--- config.mk ---
export PLATFORM = sky130hd
export DESIGN_NAME = logic_op_pipe
export DESIGN_NICKNAME = d
export VERILOG_FILES = /design/src/rtl/logic_op_pipe.sv
export SDC_FILE = /design/constraint.sdc
export NUM_CORES = 1
export LEC_CHECK = 0
export CAP_MARGIN = 15
export CORE_MARGIN = 2
export CORE_UTILIZATION = 50
export DETAILED_ROUTE_END_ITERATION = 10
export GPL_TIMING_DRIVEN = 1
export PLACE_DENSITY = 0.76
export SYNTH_ARGS = -nofsm -noshare
export SYNTH_HDL_FRONTEND = slang
export SYNTH_SLANG_ARGS = --single-unit
export TNS_END_PERCENT = 1
--- constraint.sdc ---
create_clock -name clk -period 2.06 [get_ports clk]
set_input_delay 0.515 -clock clk [delete_from_list [all_inputs] [get_ports clk]]
set_output_delay 0.515 -clock clk [all_outputs]
set_load 0.01 [all_outputs]
--- src/rtl/logic_op_pipe.sv ---
// WIDTH-bit bitwise logic unit with run-time op select, followed by STAGES
// valid/ready register slices carrying result, zero flag and ones count.
module logic_op_pipe #(
  parameter int WIDTH  = 8,
  parameter int STAGES = 2
) (
  input  logic                         clk,
  input  logic                         rst_n,
  input  logic                         in_valid,
  output logic                         in_ready,
  input  logic [WIDTH-1:0]             in_a,
  input  logic [WIDTH-1:0]             in_b,
  input  logic [2:0]                   in_op,
  output logic                         out_valid,
  input  logic                         out_ready,
  output logic [WIDTH-1:0]             out_y,
  output logic                         out_zero,
  output logic [$clog2(WIDTH+1)-1:0]   out_ones
);

  localparam int OW = $clog2(WIDTH + 1);

  typedef enum logic [2:0] {
    OP_AND  = 3'd0,
    OP_OR   = 3'd1,
    OP_XOR  = 3'd2,
    OP_NAND = 3'd3,
    OP_NOR  = 3'd4,
    OP_XNOR = 3'd5,
    OP_NOT  = 3'd6,
    OP_PASS = 3'd7
  } op_e;

  logic [WIDTH-1:0] res;
  logic [OW-1:0]    cnt;

  always_comb begin
    res = '0;
    case (op_e'(in_op))
      OP_AND:  res = in_a & in_b;
      OP_OR:   res = in_a | in_b;
      OP_XOR:  res = in_a ^ in_b;
      OP_NAND: res = ~(in_a & in_b);
      OP_NOR:  res = ~(in_a | in_b);
      OP_XNOR: res = ~(in_a ^ in_b);
      OP_NOT:  res = ~in_a;
      default: res = in_a;
    endcase
    cnt = '0;
    for (int unsigned i = 0; i < WIDTH; i++) cnt = cnt + OW'(res[i]);
  end

  logic [STAGES-1:0] v;
  logic [STAGES-1:0] adv;
  logic [WIDTH-1:0]  y_q [STAGES];
  logic              z_q [STAGES];
  logic [OW-1:0]     n_q [STAGES];

  // Advance chain runs from the output back, so a full pipe moves as one when out_ready=1.
  always_comb begin
    adv = '0;
    adv[STAGES-1] = !v[STAGES-1] || out_ready;
    for (int unsigned i = 1; i < STAGES; i++)
      adv[STAGES-1-i] = !v[STAGES-1-i] || adv[STAGES-i];
  end

  always_ff @(posedge clk or negedge rst_n) begin
    if (!rst_n) begin
      v <= '0;
      for (int unsigned i = 0; i < STAGES; i++) begin
        y_q[i] <= '0;
        z_q[i] <= 1'b0;
        n_q[i] <= '0;
      end
    end else begin
      if (adv[0]) begin
        v[0] <= in_valid;
        if (in_valid) begin
          y_q[0] <= res;
          z_q[0] <= (res == '0);
          n_q[0] <= cnt;
        end
      end
      for (int unsigned i = 1; i < STAGES; i++) begin
        if (adv[i]) begin
          v[i] <= v[i-1];
          if (v[i-1]) begin
            y_q[i] <= y_q[i-1];
            z_q[i] <= z_q[i-1];
            n_q[i] <= n_q[i-1];
          end
        end
      end
    end
  end

  assign in_ready  = adv[0];
  assign out_valid = v[STAGES-1];
  assign out_y     = y_q[STAGES-1];
  assign out_zero  = z_q[STAGES-1];
  assign out_ones  = n_q[STAGES-1];

endmodule

# Yosys cells after proc, flatten, opt, wreduce, memory -nomap -nowiden
# Cells that the tools add are included.
[totals]
mem_count = 0
out_inout_bits = 15
inputBits = 23
mem_bits_rw = 0
latch_bits = 0
regBits = 28
word_cells = 37
rom_bits = 0
[op_classes]
n_mul = 0
eq_ne = 6
n_shift = 0
n_div = 0
muxes = 1
n_addsub = 7
reduce_logical = 8
order_cmp = 0
bitwise_logic = 7
[op_table]
columns = ["operator", "n"]
rows = [
  ["case mux 8 bit (7 select lines)", 1],
  ["inverter 8 bit", 4],
  ["adder 4 x 1 -> 4 bit", 4],
  ["equality test 3 bit (second input constant)", 3],
  ["bitwise AND 8 bit", 1],
  ["zero test 8 bit", 1],
  ["OR 8 bit", 1],
  ["bitwise XOR 8 bit", 1],
  ["equality test 3 x 2 -> 1 bit (second input constant)", 2],
  ["adder 3 x 1 -> 4 bit", 1],
  ["AND reduction 2 bit", 2],
  ["adder 2 x 1 -> 3 bit", 1],
  ["equality test 3 x 1 -> 1 bit (second input constant)", 1],
  ["zero test 3 bit", 1],
  ["adder 1 x 1 -> 2 bit", 1],
  ["zero test 1 bit", 2],
  ["logical OR 1 bit", 2],
]

# Logic depth before layout (Yosys ltp)
[depth]
depth_word = 10
mapped_depth = 18
mapped_depth_nobuf = 16

# Worst setup path before layout
# Ideal clock, no wire load.
[synth_path]
kind = "input -> register"
from = "input port in_op[1]"
to = "register n_q[6] (netlist bit)"
setup_time_ps = 83
required_ps = 1977
arrival_ps = 3939
setup_slack_ps = -1962
path_stages = 17
path_cell_list = "buf_6 -> clkbuf_1 -> clkbuf_1 -> nand3b_1 -> o211ai_1 -> o21ai_0 -> o22a_1 -> fa_1 -> inv_1 -> fa_1 -> fa_1 -> inv_1 -> ha_1 -> inv_1 -> fa_1 -> xor2_1 -> o21ai_0"
[synth_via]
elab_chain_cells = 9
word_cells_on_any_way = 15
cone_classes = "add/sub (7); eq/ne (6); mux (1); reduce/logical (1)"
[synth_lines]
columns = ["item", "line_no", "source"]
rows = [
  ["start, declared", "13", "input logic [2:0] in_op,"],
  ["equality test 3 bit, or another cell as far along", "39", "case (op_e'(in_op))"],
  ["case mux 8 bit (7 select lines) *", "39", ""],
  ["net res[1]", "34", "logic [WIDTH-1:0] res;"],
  ["adder 1 x 1 -> 2 bit *", "50", "for (int unsigned i = 0; i < WIDTH; i++) cnt = cnt + OW'(res[i]);"],
  ["adder 2 x 1 -> 3 bit *", "50", ""],
  ["adder 3 x 1 -> 4 bit *", "50", ""],
  ["adder 4 x 1 -> 4 bit * (4 in series)", "50", ""],
  ["end signal, assigned by index", "90", "n_q[i] <= n_q[i-1];"],
  ["end, declared", "57", "logic [OW-1:0] n_q [STAGES];"],
]
# Mark *: on every way through the listed nets, which the timed path passes. The rest lies on a longest branch.
# A chain may end at the register's enable or synchronous reset.

# Worst setup path in the final report
[layout_path]
from = "input port in_a[0]"
to = "register n_q[6] (netlist bit)"
[layout_via]
elab_chain_cells = 10
word_cells_on_any_way = 15
cone_classes = "add/sub (7); mux (1); bitwise (7)"
[layout_lines]
columns = ["item", "line_no", "source"]
rows = [
  ["start, declared", "11", "input logic [WIDTH-1:0] in_a,"],
  ["bitwise XOR 8 bit, or another cell as far along", "42, 45", ""],
  ["inverter 8 bit, on equally long branches", "45, 43, 44", ""],
  ["case mux 8 bit (7 select lines) *", "39", ""],
  ["net res[0]", "34", ""],
  ["adder 1 x 1 -> 2 bit *", "50", ""],
  ["adder 2 x 1 -> 3 bit *", "50", ""],
  ["adder 3 x 1 -> 4 bit *", "50", ""],
  ["adder 4 x 1 -> 4 bit * (4 in series)", "50", ""],
]
# Marks and branches as above.

==> out/metrics.cfg <==
[hold_path]
min_from=n_q[7]
hold_path.class=reg -> reg
min_to=n_q[7]
holdPathStages=2

[worst_setup_path]
critical_path_peak_fanout=2
reg2reg_to=z_q[1]
r2r_setup_slack_ps=550
cp-start-kind=primary input
r2r_start=v[0]
reg2regPathDepth=5
worstSetupStartpoint=in_a[0]
crit_path_end_kind=flop
cp.arrival_ps=3880
required_ps=2260
crit_type=in -> reg

[global_route]
antenna_found_initial=0
grt_max_degree=29
track_usage_pct=17.5
grt_overflow=0
grt_pass1_vias=1687
grt_pass1_wl_um=7230

[layout]
multi_input_area_um2=1460
fillCellCount=309
final_common_cell=buf_4
fin_util_pct=73.0
layout-drive-gt1-share_pct=41.4
final_cell_mix=42 x buf_4, 28 x dfrtp_1, 24 x clkdlybuf4s50_1, 23 x inv_1, 19 x mux2_2
final_net_count=346
ff_latch_area_um2=701
area.growth.synth_to_final_pct=41.2
num_antenna_cells=0
fin_area_um2=3180

[status]
violations=setup timing
outcome=finished with violations

[power]
p_total_mw=2.16
switchingPower_mw=0.683
p_seq_share_pct=36.2
p_int_mw=1.48
p_clk_share_pct=13.3
ir_worst_vdd_uv=406
p_comb_share_pct=50.5
power_switching_share_pct=31.6
p_per_area_nw_per_um2=680
p_leak_nw=1.49

[die]
core_area_um2=4350
initial_core_util_pct=51.7
rows=24
dieHeight_um=71.1
die_area_um2=5060
die_x_um=71.1
boundaryPins=38

[synth]
syn_inst=231
synth_top_area_share_pct=31.1
yosysTopAreaCell=dfrtp_1
ys_ff_latch=28
synthesis.area_um2=2250
ys_types=45
yosysWarnings=0
syn_nets=278
ys.flop_type=dfrtp_1
synthTopCellsByArea=dfrtp_1 31%, ha_1 11%, mux2_2 9.5%
async_flop_share_pct=100
synth_edf_count=0
seq_area_frac_synth_pct=31.1
synth.avg_cell_area_um2=9.75

[clock_network]
cts.sinks=28
clk_latency_ps=270
cts_tree=yes
h-tree-depth=1
cts_buffers=3
path_clk_slew_ps=90
clockBufferDepth=2
root_buffer=clkbuf_8

[sta]
timing.setup.tns_ps=-6620
drv_slew=0
slew_headroom_pct=77.6
clock.fmax_mhz=272
period_share_pct=178
setup_violations=7
setup_slack_ps=-1620
worstMarginPinSlew_ps=336
rsz0062_at_grt=yes
fin_crit_ps=3680
fin_skew_ps=6.33
finalHoldViolCount=0

[detailed_routing]
drt-pass1-iter-count=4
totalWireLength_um=4500
drtAntennaViolNets=0
via_count=1804
drcViolationCount=0
route.detailed.wl_per_inst_um=12.9
drt_iter0_drc=103
viasPerCell=5.17

[placed_design]
dp_hpwl_um=3130
io_buffers=37
placed_cell_area_um2=2850
globalplace.congestion=0.812

[flow_run]
cap_viol_max_count=0

[repair_timing]
item	4_1_cts	5_1_grt
setup endpoints to repair	14	10
gates cloned	1	1
setup buffers	6	2
gates resized for setup	62	26
pin swaps	15	13
hold buffers	0	0
[layout make-up]
cell class / instances / share of cell area (%)
multi-input cells: 148 / 46.0
repair buffers: 88 / 25.0
flip-flops and latches: 28 / 22.0
inverters: 30 / 3.62
well taps: 52 / 2.05
clock buffers: 3 / 1.30
[worst max path at each step]
stage              to  slack, ps  depth (start not counted)
2_1_floorplan  n_q[6]      -1820                         15
3_3_place_gp   n_q[6]      -2340                         16
3_5_place_dp   n_q[6]      -2440                         16
4_1_cts        n_q[5]      -1720                         15
5_1_grt        n_q[6]      -1750                         16
6_report       n_q[6]      -1620                         16
[worst max-delay path: stages]
cell and delay [ps]:
buf_6 100, inv_2 60, ha_4 190, mux4_2 460, nor2_2 110, a211oi_2 60, fa_1 540, inv_1 50
fa_1 490, fa_1 400, inv_1 70, ha_2 180, inv_2 40, fa_2 340, xor2_2 150, o21ai_1 130
[power groups by stage]
stage | combinational (mW) | clock (mW) | sequential (mW)
floorplan | 0.656 | 0 | 0.772
global placement | 0.905 | 0 | 0.791
detailed placement | 0.931 | 0 | 0.799
CTS | 1.03 | 0.295 | 0.787
global route | 1.20 | 0.319 | 0.802
finish | 1.09 | 0.287 | 0.782
[metrics by stage]
| stage | cells | hold WS (ps) | setup WS [ps] |
|---|---|---|---|
| after floorplan | 231 | 219 | -1820 |
| after global placement | 336 | 460 | -2340 |
| after detailed placement | 336 | 467 | -2440 |
| after CTS | 346 | 487 | -1720 |
| after global routing | 349 | 508 | -1750 |
| final | 349 | 481 | -1620 |
[synth_stat cells (7+ instances only)]
library cell and n:
inv_1 30, dfrtp_1 28, ha_1 20, mux2_2 19
nand2_1 13, buf_4 12, nand2b_1 11, a21oi_1 9
nor2_1 9, o21ai_0 8, mux2i_1 7
[registers in the layout, summed over array words and instances, names as in the netlist]
signal and flops:
out_y 8, v 2, out_zero 1, y_q 8, n_q 4, z_q 1, out_ones 4
[cells by family after synthesis]
group                      after synthesis  share of synthesized area, %
buffers and inverters                   55                          12.7
xor gates and xnor gates                 4                          1.56
muxes                                   30                          16.3
AOI/OAI and AO/OA                       37                          10.9
DFF                                     28                          31.1
adders and majority gates               24                          14.7
and+or+nand+nor                         53                          12.8
[metal layers]
layer / global-route usage, % / up-vias / wire (um)
li1: - / 898 / -
met1: 22.8 / 860 / 1930
met2: 30.2 / 36 / 2370
met3: 1.14 / 10 / 105
met4: 7.34 / 0 / 87
met5: 0 / - / 0
Note: power is estimated with default switching activity, not from simulation.
